<file path="config.mk">
export PLATFORM = sky130hd
export DESIGN_NAME = fft_bitrev_reorder_flat
export DESIGN_NICKNAME = d
export VERILOG_FILES = /design/src/rtl/fft_pkg.sv /design/src/rtl/fft_bitrev_reorder_if.sv /design/src/rtl/fft_pingpong_ram.sv /design/src/rtl/fft_bitrev_reorder.sv /design/src/flat_wrapper.sv
export SDC_FILE = /design/constraint.sdc
export NUM_CORES = 1
export LEC_CHECK = 0
export CAP_MARGIN = 20
export CORE_MARGIN = 1.5
export CORE_UTILIZATION = 45
export DETAILED_ROUTE_END_ITERATION = 7
export GPL_TIMING_DRIVEN = 0
export PLACE_DENSITY = 0.59
export RECOVER_POWER = 100
export SYNTH_ARGS = -nofsm -noshare
export SYNTH_HDL_FRONTEND = slang
export SYNTH_SLANG_ARGS = --single-unit
</file>
<file path="constraint.sdc">
create_clock -name clk -period 2.55 [get_ports clk]
set_input_delay 0.51 -clock clk [delete_from_list [all_inputs] [get_ports clk]]
set_output_delay 0.51 -clock clk [all_outputs]
set_load 0.01 [all_outputs]
</file>
<file path="src/rtl/fft_pkg.sv">
// Shared definitions for the FFT output reorder path.
//   WD     : signed width of each real/imag component
//   LOG2N  : log2 of the FFT size
//   N      : FFT size (16 bins)
//   cplx_t : one complex sample {re, im}
//   bitrev : reverse the LOG2N-bit bin index
package fft_pkg;

    localparam int WD    = 12;
    localparam int LOG2N = 4;
    localparam int N     = 1 << LOG2N;

    typedef struct packed {
        logic signed [WD-1:0] re;
        logic signed [WD-1:0] im;
    } cplx_t;

    function automatic logic [LOG2N-1:0] bitrev(input logic [LOG2N-1:0] idx);
        logic [LOG2N-1:0] r;
        r = {<<{idx}};
        return r;
    endfunction

endpackage

</file>
<file path="src/rtl/fft_bitrev_reorder_if.sv">
// Handshake bundle for the reorder buffer: bit-reversed input stream,
// natural-order output stream and the resync error pulse.
//   master : producer/consumer side (drives in_*, out_ready)
//   slave  : reorder buffer side (drives in_ready, out_*, sync_err)
interface fft_bitrev_reorder_if #(
    parameter int WD    = fft_pkg::WD,
    parameter int LOG2N = fft_pkg::LOG2N
);

    logic                 in_valid;
    logic                 in_ready;
    logic                 in_sof;
    logic signed [WD-1:0] in_re;
    logic signed [WD-1:0] in_im;
    logic                 out_valid;
    logic                 out_ready;
    logic signed [WD-1:0] out_re;
    logic signed [WD-1:0] out_im;
    logic [LOG2N-1:0]     out_idx;
    logic                 out_last;
    logic                 sync_err;

    modport master (
        output in_valid, in_sof, in_re, in_im, out_ready,
        input  in_ready, out_valid, out_re, out_im, out_idx, out_last, sync_err
    );

    modport slave (
        input  in_valid, in_sof, in_re, in_im, out_ready,
        output in_ready, out_valid, out_re, out_im, out_idx, out_last, sync_err
    );

endinterface

</file>
<file path="src/rtl/fft_pingpong_ram.sv">
// Two-bank N-entry complex flop array: one synchronous write port and one
// combinational read port. Whole array clears on async reset.
//   clk, rst_n    : clock, async active-low reset
//   we/wbank/waddr/wdata : write strobe, bank, entry, sample
//   rbank/raddr   : read bank and entry
//   rdata         : sample at {rbank, raddr}
module fft_pingpong_ram
    import fft_pkg::*;
(
    input  logic             clk,
    input  logic             rst_n,
    input  logic             we,
    input  logic             wbank,
    input  logic [LOG2N-1:0] waddr,
    input  cplx_t            wdata,
    input  logic             rbank,
    input  logic [LOG2N-1:0] raddr,
    output cplx_t            rdata
);

    cplx_t mem [2][N];

    always_ff @(posedge clk or negedge rst_n) begin
        if (!rst_n) begin
            mem <= '{default: '0};
        end else if (we) begin
            mem[wbank][waddr] <= wdata;
        end
    end

    assign rdata = mem[rbank][raddr];

endmodule

</file>
<file path="src/rtl/fft_bitrev_reorder.sv">
// Output reorder buffer for the 16-point radix-2 FFT. Buffers each
// bit-reversed frame in a ping-pong store and re-emits it in natural order.
//   clk, rst_n : clock, async active-low reset
//   bus        : slave side of fft_bitrev_reorder_if
//                in_valid/in_ready/in_sof/in_re/in_im   - input stream
//                out_valid/out_ready/out_re/out_im      - output stream
//                out_idx/out_last                       - bin index, last bin
//                sync_err                               - mid-frame in_sof pulse
module fft_bitrev_reorder #(
    parameter int WD    = fft_pkg::WD,
    parameter int LOG2N = fft_pkg::LOG2N
) (
    input  logic                  clk,
    input  logic                  rst_n,
    fft_bitrev_reorder_if.slave   bus
);

    import fft_pkg::*;

    logic [1:0]       full;
    logic [1:0]       full_nxt;
    logic             wr_bank;
    logic             rd_bank;
    logic [LOG2N-1:0] wr_cnt;
    logic [LOG2N-1:0] rd_cnt;
    logic             sync_err_q;

    logic             in_ready;
    logic             out_valid;
    logic             accept;
    logic             xfer;
    logic             wr_done;
    logic             rd_done;
    logic [LOG2N-1:0] waddr;
    cplx_t            wdata;
    cplx_t            rdata;
    logic signed [WD-1:0] rd_re;
    logic signed [WD-1:0] rd_im;

    assign in_ready  = !full[wr_bank];
    assign out_valid = full[rd_bank];
    assign accept    = bus.in_valid & in_ready;
    assign xfer      = out_valid & bus.out_ready;

    // in_sof forces the write to slot 0 of the frame, restarting it.
    assign waddr   = bus.in_sof ? '0 : bitrev(wr_cnt);
    assign wr_done = accept & !bus.in_sof & (&wr_cnt);
    assign rd_done = xfer & (&rd_cnt);
    assign wdata   = '{re: bus.in_re, im: bus.in_im};

    // wr_done needs full[wr_bank]=0 and rd_done needs full[rd_bank]=1, so
    // they always target different banks.
    always_comb begin
        full_nxt = full;
        if (wr_done) full_nxt[wr_bank] = 1'b1;
        if (rd_done) full_nxt[rd_bank] = 1'b0;
    end

    always_ff @(posedge clk or negedge rst_n) begin
        if (!rst_n) begin
            full       <= '0;
            wr_bank    <= 1'b0;
            rd_bank    <= 1'b0;
            wr_cnt     <= '0;
            rd_cnt     <= '0;
            sync_err_q <= 1'b0;
        end else begin
            full       <= full_nxt;
            sync_err_q <= accept & bus.in_sof & (wr_cnt != '0);
            if (accept) begin
                if (bus.in_sof) wr_cnt <= LOG2N'(1);
                else            wr_cnt <= wr_cnt + 1'b1;
            end
            if (wr_done) wr_bank <= ~wr_bank;
            if (xfer)    rd_cnt  <= rd_cnt + 1'b1;
            if (rd_done) rd_bank <= ~rd_bank;
        end
    end

    fft_pingpong_ram u_ram (
        .clk   (clk),
        .rst_n (rst_n),
        .we    (accept),
        .wbank (wr_bank),
        .waddr (waddr),
        .wdata (wdata),
        .rbank (rd_bank),
        .raddr (rd_cnt),
        .rdata (rdata)
    );

    assign rd_re = rdata.re;
    assign rd_im = rdata.im;

    assign bus.in_ready  = in_ready;
    assign bus.out_valid = out_valid;
    assign bus.out_re    = rd_re;
    assign bus.out_im    = rd_im;
    assign bus.out_idx   = rd_cnt;
    assign bus.out_last  = out_valid & (&rd_cnt);
    assign bus.sync_err  = sync_err_q;

endmodule

</file>
<file path="src/flat_wrapper.sv">
// flat-port wrapper written by rule: the top's interface ports become plain ports
module fft_bitrev_reorder_flat import fft_pkg::*;
#(
    parameter int WD    = fft_pkg::WD,
    parameter int LOG2N = fft_pkg::LOG2N
)
  (clk, rst_n, bus_in_valid, bus_in_sof, bus_in_re, bus_in_im, bus_out_ready, bus_in_ready, bus_out_valid, bus_out_re, bus_out_im, bus_out_idx, bus_out_last, bus_sync_err);
  fft_bitrev_reorder_if #(.WD(WD), .LOG2N(LOG2N)) bus_i ();
  input  logic clk;
  input  logic rst_n;
  input wire logic [$bits(bus_i.in_valid)-1:0] bus_in_valid;
  input wire logic [$bits(bus_i.in_sof)-1:0] bus_in_sof;
  input wire logic [$bits(bus_i.in_re)-1:0] bus_in_re;
  input wire logic [$bits(bus_i.in_im)-1:0] bus_in_im;
  input wire logic [$bits(bus_i.out_ready)-1:0] bus_out_ready;
  output wire logic [$bits(bus_i.in_ready)-1:0] bus_in_ready;
  output wire logic [$bits(bus_i.out_valid)-1:0] bus_out_valid;
  output wire logic [$bits(bus_i.out_re)-1:0] bus_out_re;
  output wire logic [$bits(bus_i.out_im)-1:0] bus_out_im;
  output wire logic [$bits(bus_i.out_idx)-1:0] bus_out_idx;
  output wire logic [$bits(bus_i.out_last)-1:0] bus_out_last;
  output wire logic [$bits(bus_i.sync_err)-1:0] bus_sync_err;
  assign bus_i.in_valid = bus_in_valid;
  assign bus_i.in_sof = bus_in_sof;
  assign bus_i.in_re = bus_in_re;
  assign bus_i.in_im = bus_in_im;
  assign bus_i.out_ready = bus_out_ready;
  assign bus_in_ready = bus_i.in_ready;
  assign bus_out_valid = bus_i.out_valid;
  assign bus_out_re = bus_i.out_re;
  assign bus_out_im = bus_i.out_im;
  assign bus_out_idx = bus_i.out_idx;
  assign bus_out_last = bus_i.out_last;
  assign bus_sync_err = bus_i.sync_err;
  fft_bitrev_reorder #(.WD(WD), .LOG2N(LOG2N)) u_core (.clk(clk), .rst_n(rst_n), .bus(bus_i));
endmodule
</file>
==> results.sh <==
export IMPL_status="finished with violations"
export IMPL_violations="setup timing"
export IMPL_seqCellArea_um2=19500
export IMPL_grt_busiest_layer="met2"
export IMPL_synth_top_family_by_area="multiplexers"
export IMPL_cp_data_required_time_ps=2040
export IMPL_die_w_um=287
export IMPL_wl_per_cell_um=25.8
export IMPL_grt_util_met2=0.384
export IMPL_yosys_area_share_simple=0.0354
export IMPL_relSlewSlack=0.0568
export IMPL_port_buffers=60
export IMPL_startpoint_type="flop"
export IMPL_via_count=22500
export IMPL_drtAntennaViolNets=0
export IMPL_synth_top_area_share=0.540
export IMPL_synthCells=2669
export IMPL_ios=61
export IMPL_ir_drop_v=0.000512
export IMPL_synth_ff_type="dfrtp_1"
export IMPL_grt_max_degree=121
export IMPL_synth_area_mux_share=0.346
export IMPL_critPathCaptureType="output pin"
export IMPL_areaGrowthSynthToFinish_pct=18.4
export IMPL_cts_buffers=88
export IMPL_gp_congestion=0.850
export IMPL_clk_latency_ps=630
export IMPL_met3_usage=0.0612
export IMPL_synth_compound_area_share=0.0423
export IMPL_cts_path_max_buffers=3
export IMPL_yosysMostFrequentCell="dfrtp_1"
export IMPL_gr_usage_met1=0.362
export IMPL_synth_cell_types=43
export IMPL_first_iter_violations=1504
export IMPL_grt_pass1_vias=24200
export IMPL_crit_type="flop to output pin"
export IMPL_die_h_um=287
export IMPL_synth_nets=2701
export IMPL_grt_ovfl_total=0
export IMPL_grt_usage=0.252
export IMPL_final_setup_viol_count=780
export IMPL_cts_tree="yes"
export IMPL_hold_violations=0
export IMPL_synth_edf_count=0
export IMPL_synth_area_leader_cell="dfrtp_1"
export IMPL_rows=103
export IMPL_root_buffer="clkbuf_16"
export IMPL_ys_warn_count=0
export IMPL_drc_errors=0
export IMPL_r2r_start="u_core.wr_cnt[0]$_DFFE_PN0P_"
export IMPL_synthAdderAreaFrac=0.00104
export IMPL_final_area_um2=42800
export IMPL_finClkSkew_ps=17.3
export IMPL_multiInputGateArea_um2=16300
export IMPL_antenna_found_initial=6
export IMPL_min_period_over_period=1.25
export IMPL_worstHoldStart="u_core.u_ram.mem[84]$_DFFE_PN0P_"
export IMPL_slew_viol_final=0
export IMPL_placed_area_um2=38300
export IMPL_grt_setup_unrepaired="yes"
export IMPL_n_antenna_cell=0
export IMPL_synth_area_per_cell_um2=13.6
export IMPL_fp_dieArea_um2=82100
export IMPL_dr_pass1_iters=5
export IMPL_worstMarginPinSlew_ps=1410
export IMPL_fmaxAchievable_ghz=0.315
export IMPL_nets=2870
export IMPL_setup_ws_ps=-628
export IMPL_critPathLaunch="u_core.bus.out_idx[0]$_DFFE_PN0P_"
export IMPL_drive_above_1_share=0.417
export IMPL_cp_arrival_ps=2670
export IMPL_yosysSeqAreaShare=0.540
export IMPL_post_place_ws_ps=-1360
export IMPL_leakage_nw=19.8
export IMPL_layout_min_cycle_time_ps=3180
export IMPL_clock_sinks=781
export IMPL_clk_pin_slew_ps=60
export IMPL_fill_cells=6590
export IMPL_htreeDepth=3
export IMPL_drt_wl_total_um=102000
export IMPL_mappedNetlistArea_um2=36200
export IMPL_power_density_nw_per_um2=918
export IMPL_hold_class="flop to flop"
export IMPL_start_util=0.456
export IMPL_cp_max_fo=10
export IMPL_synth_async_reset_ratio=1.00
export IMPL_synth_area_leaders="dfrtp_1, mux2_2, mux2i_1, a22oi_1, clkbuf_1"
export IMPL_grt_pass1_wl_um=154000
export IMPL_hpwl_um=75400
export IMPL_viasPerCell=5.68
export IMPL_core_area_um2=79300
export IMPL_ys_ff_latch=781
export IMPL_ys_top_cells_by_count="dfrtp_1, mux2_2, mux2i_1"
export IMPL_cap_viol_max_count=0
export IMPL_synth_xor_area_frac=0.00121
flip-flops by register name, summed over array words and instances (netlist names):
signal and cells:
u_core.u_ram.mem 768, u_core.bus.out_idx 4, u_core.wr_bank 1, u_core.rd_bank 1
u_core.bus.sync_err 1, u_core.wr_cnt 4, u_core.full 2
through the flow:
step | TNS [ps] | hold slack (ps) | utilization | std cells | power, mW
after detailed placement | -278970 | 463 | 0.483 | 3786 | 25.0
after floorplan | 0 | 214 | - | 2669 | 21.5
after CTS | -14540 | 385 | 0.538 | 3949 | 39.2
after global routing | -338590 | 507 | 0.540 | 3957 | 41.1
after global placement | - | 467 | 0.481 | 3779 | 24.7
final | -132180 | 485 | 0.540 | 3957 | 39.3
layer usage:
layer | up-vias | wire [um]
met5 | - | 100
met4 | 2 | 2100
met3 | 145 | 7010
met2 | 561 | 45700
met1 | 11800 | 47300
li1 | 9972 | -
worst max-delay path, stage by stage (launching register included):
cell and delay (ps):
dfrtp_1 370, buf_6 160, buf_8 140, clkbuf_16 170, buf_12 170, mux2i_4 250, a22oi_1 150, a31oi_4 250
nand3_1 120, clkdlybuf4s15_2 250
layout by cell type, fill, tap and decap left out, drive strengths merged, types with 5 or more instances in the layout:
| cell type | Yosys | final |
|---|---|---|
| a21oi | 74 | 74 |
| a22o | 48 | 48 |
| a22oi | 72 | 72 |
| a31oi | 24 | 24 |
| buf | 119 | 145 |
| bufinv | 0 | 6 |
| clkbuf | 127 | 270 |
| clkdlybuf4s15 | 0 | 5 |
| clkdlybuf4s50 | 0 | 30 |
| clkinv | 0 | 13 |
| dfrtp | 781 | 781 |
| inv | 5 | 9 |
| mux2 | 770 | 770 |
| mux2i | 385 | 385 |
| nand2 | 103 | 103 |
| nand3 | 73 | 73 |
| nor2 | 17 | 17 |
| nor3 | 29 | 29 |
final timing paths:
path	slack, ps	endpoint	cells after the start
max	-630	bus_out_im[6]	9
min	490	u_core.u_ram.mem[84]$_DFFE_PN0P_	1
max reg2reg	-170	u_core.u_ram.mem[462]$_DFFE_PN0P_	6
min reg2reg	490	u_core.u_ram.mem[84]$_DFFE_PN0P_	1
max in group asynchronous	-260	u_core.u_ram.mem[304]$_DFFE_PN0P_	4
min in group asynchronous	740	u_core.u_ram.mem[78]$_DFFE_PN0P_	2
power breakdown:
part	switching (mW)	internal (mW)	leakage, nW
Sequential	1.03	14.4	10.6
Combinational	5.70	5.41	7.79
Clock	5.07	7.68	1.44
cells by family (layout without fill, tap and decap cells):
logic type,count (synthesis),count (layout)
fa+ha+maj,3,3
mux,1155,1155
xor+xnor,5,5
buf+inv,251,489
compound gates,225,225
simple gates,249,249
flops,781,781
area by class of cell:
class | count | share of cell area
buffer | 242 | 0.0425
timing repair buffer | 83 | 0.0220
sequential | 781 | 0.456
tap | 1050 | 0.0307
clock inverter | 27 | 0.00724
inverter | 5 | 0.000438
clock buffer | 132 | 0.0611
multi-input combinational | 1637 | 0.380
what timing repair did:
| action | 4_1_cts | 5_1_grt |
|---|---|---|
| hold buffers | 1 | 0 |
| gates cloned | 1 | 2 |
| endpoints found under the hold margin | 49 | 0 |
| pin swaps | 19 | 40 |
| setup buffers | 5 | 7 |
| gates resized for setup | 408 | 84 |
| setup endpoints to repair | 63 | 81 |
No activity file was read; power rests on OpenSTA's default activity.
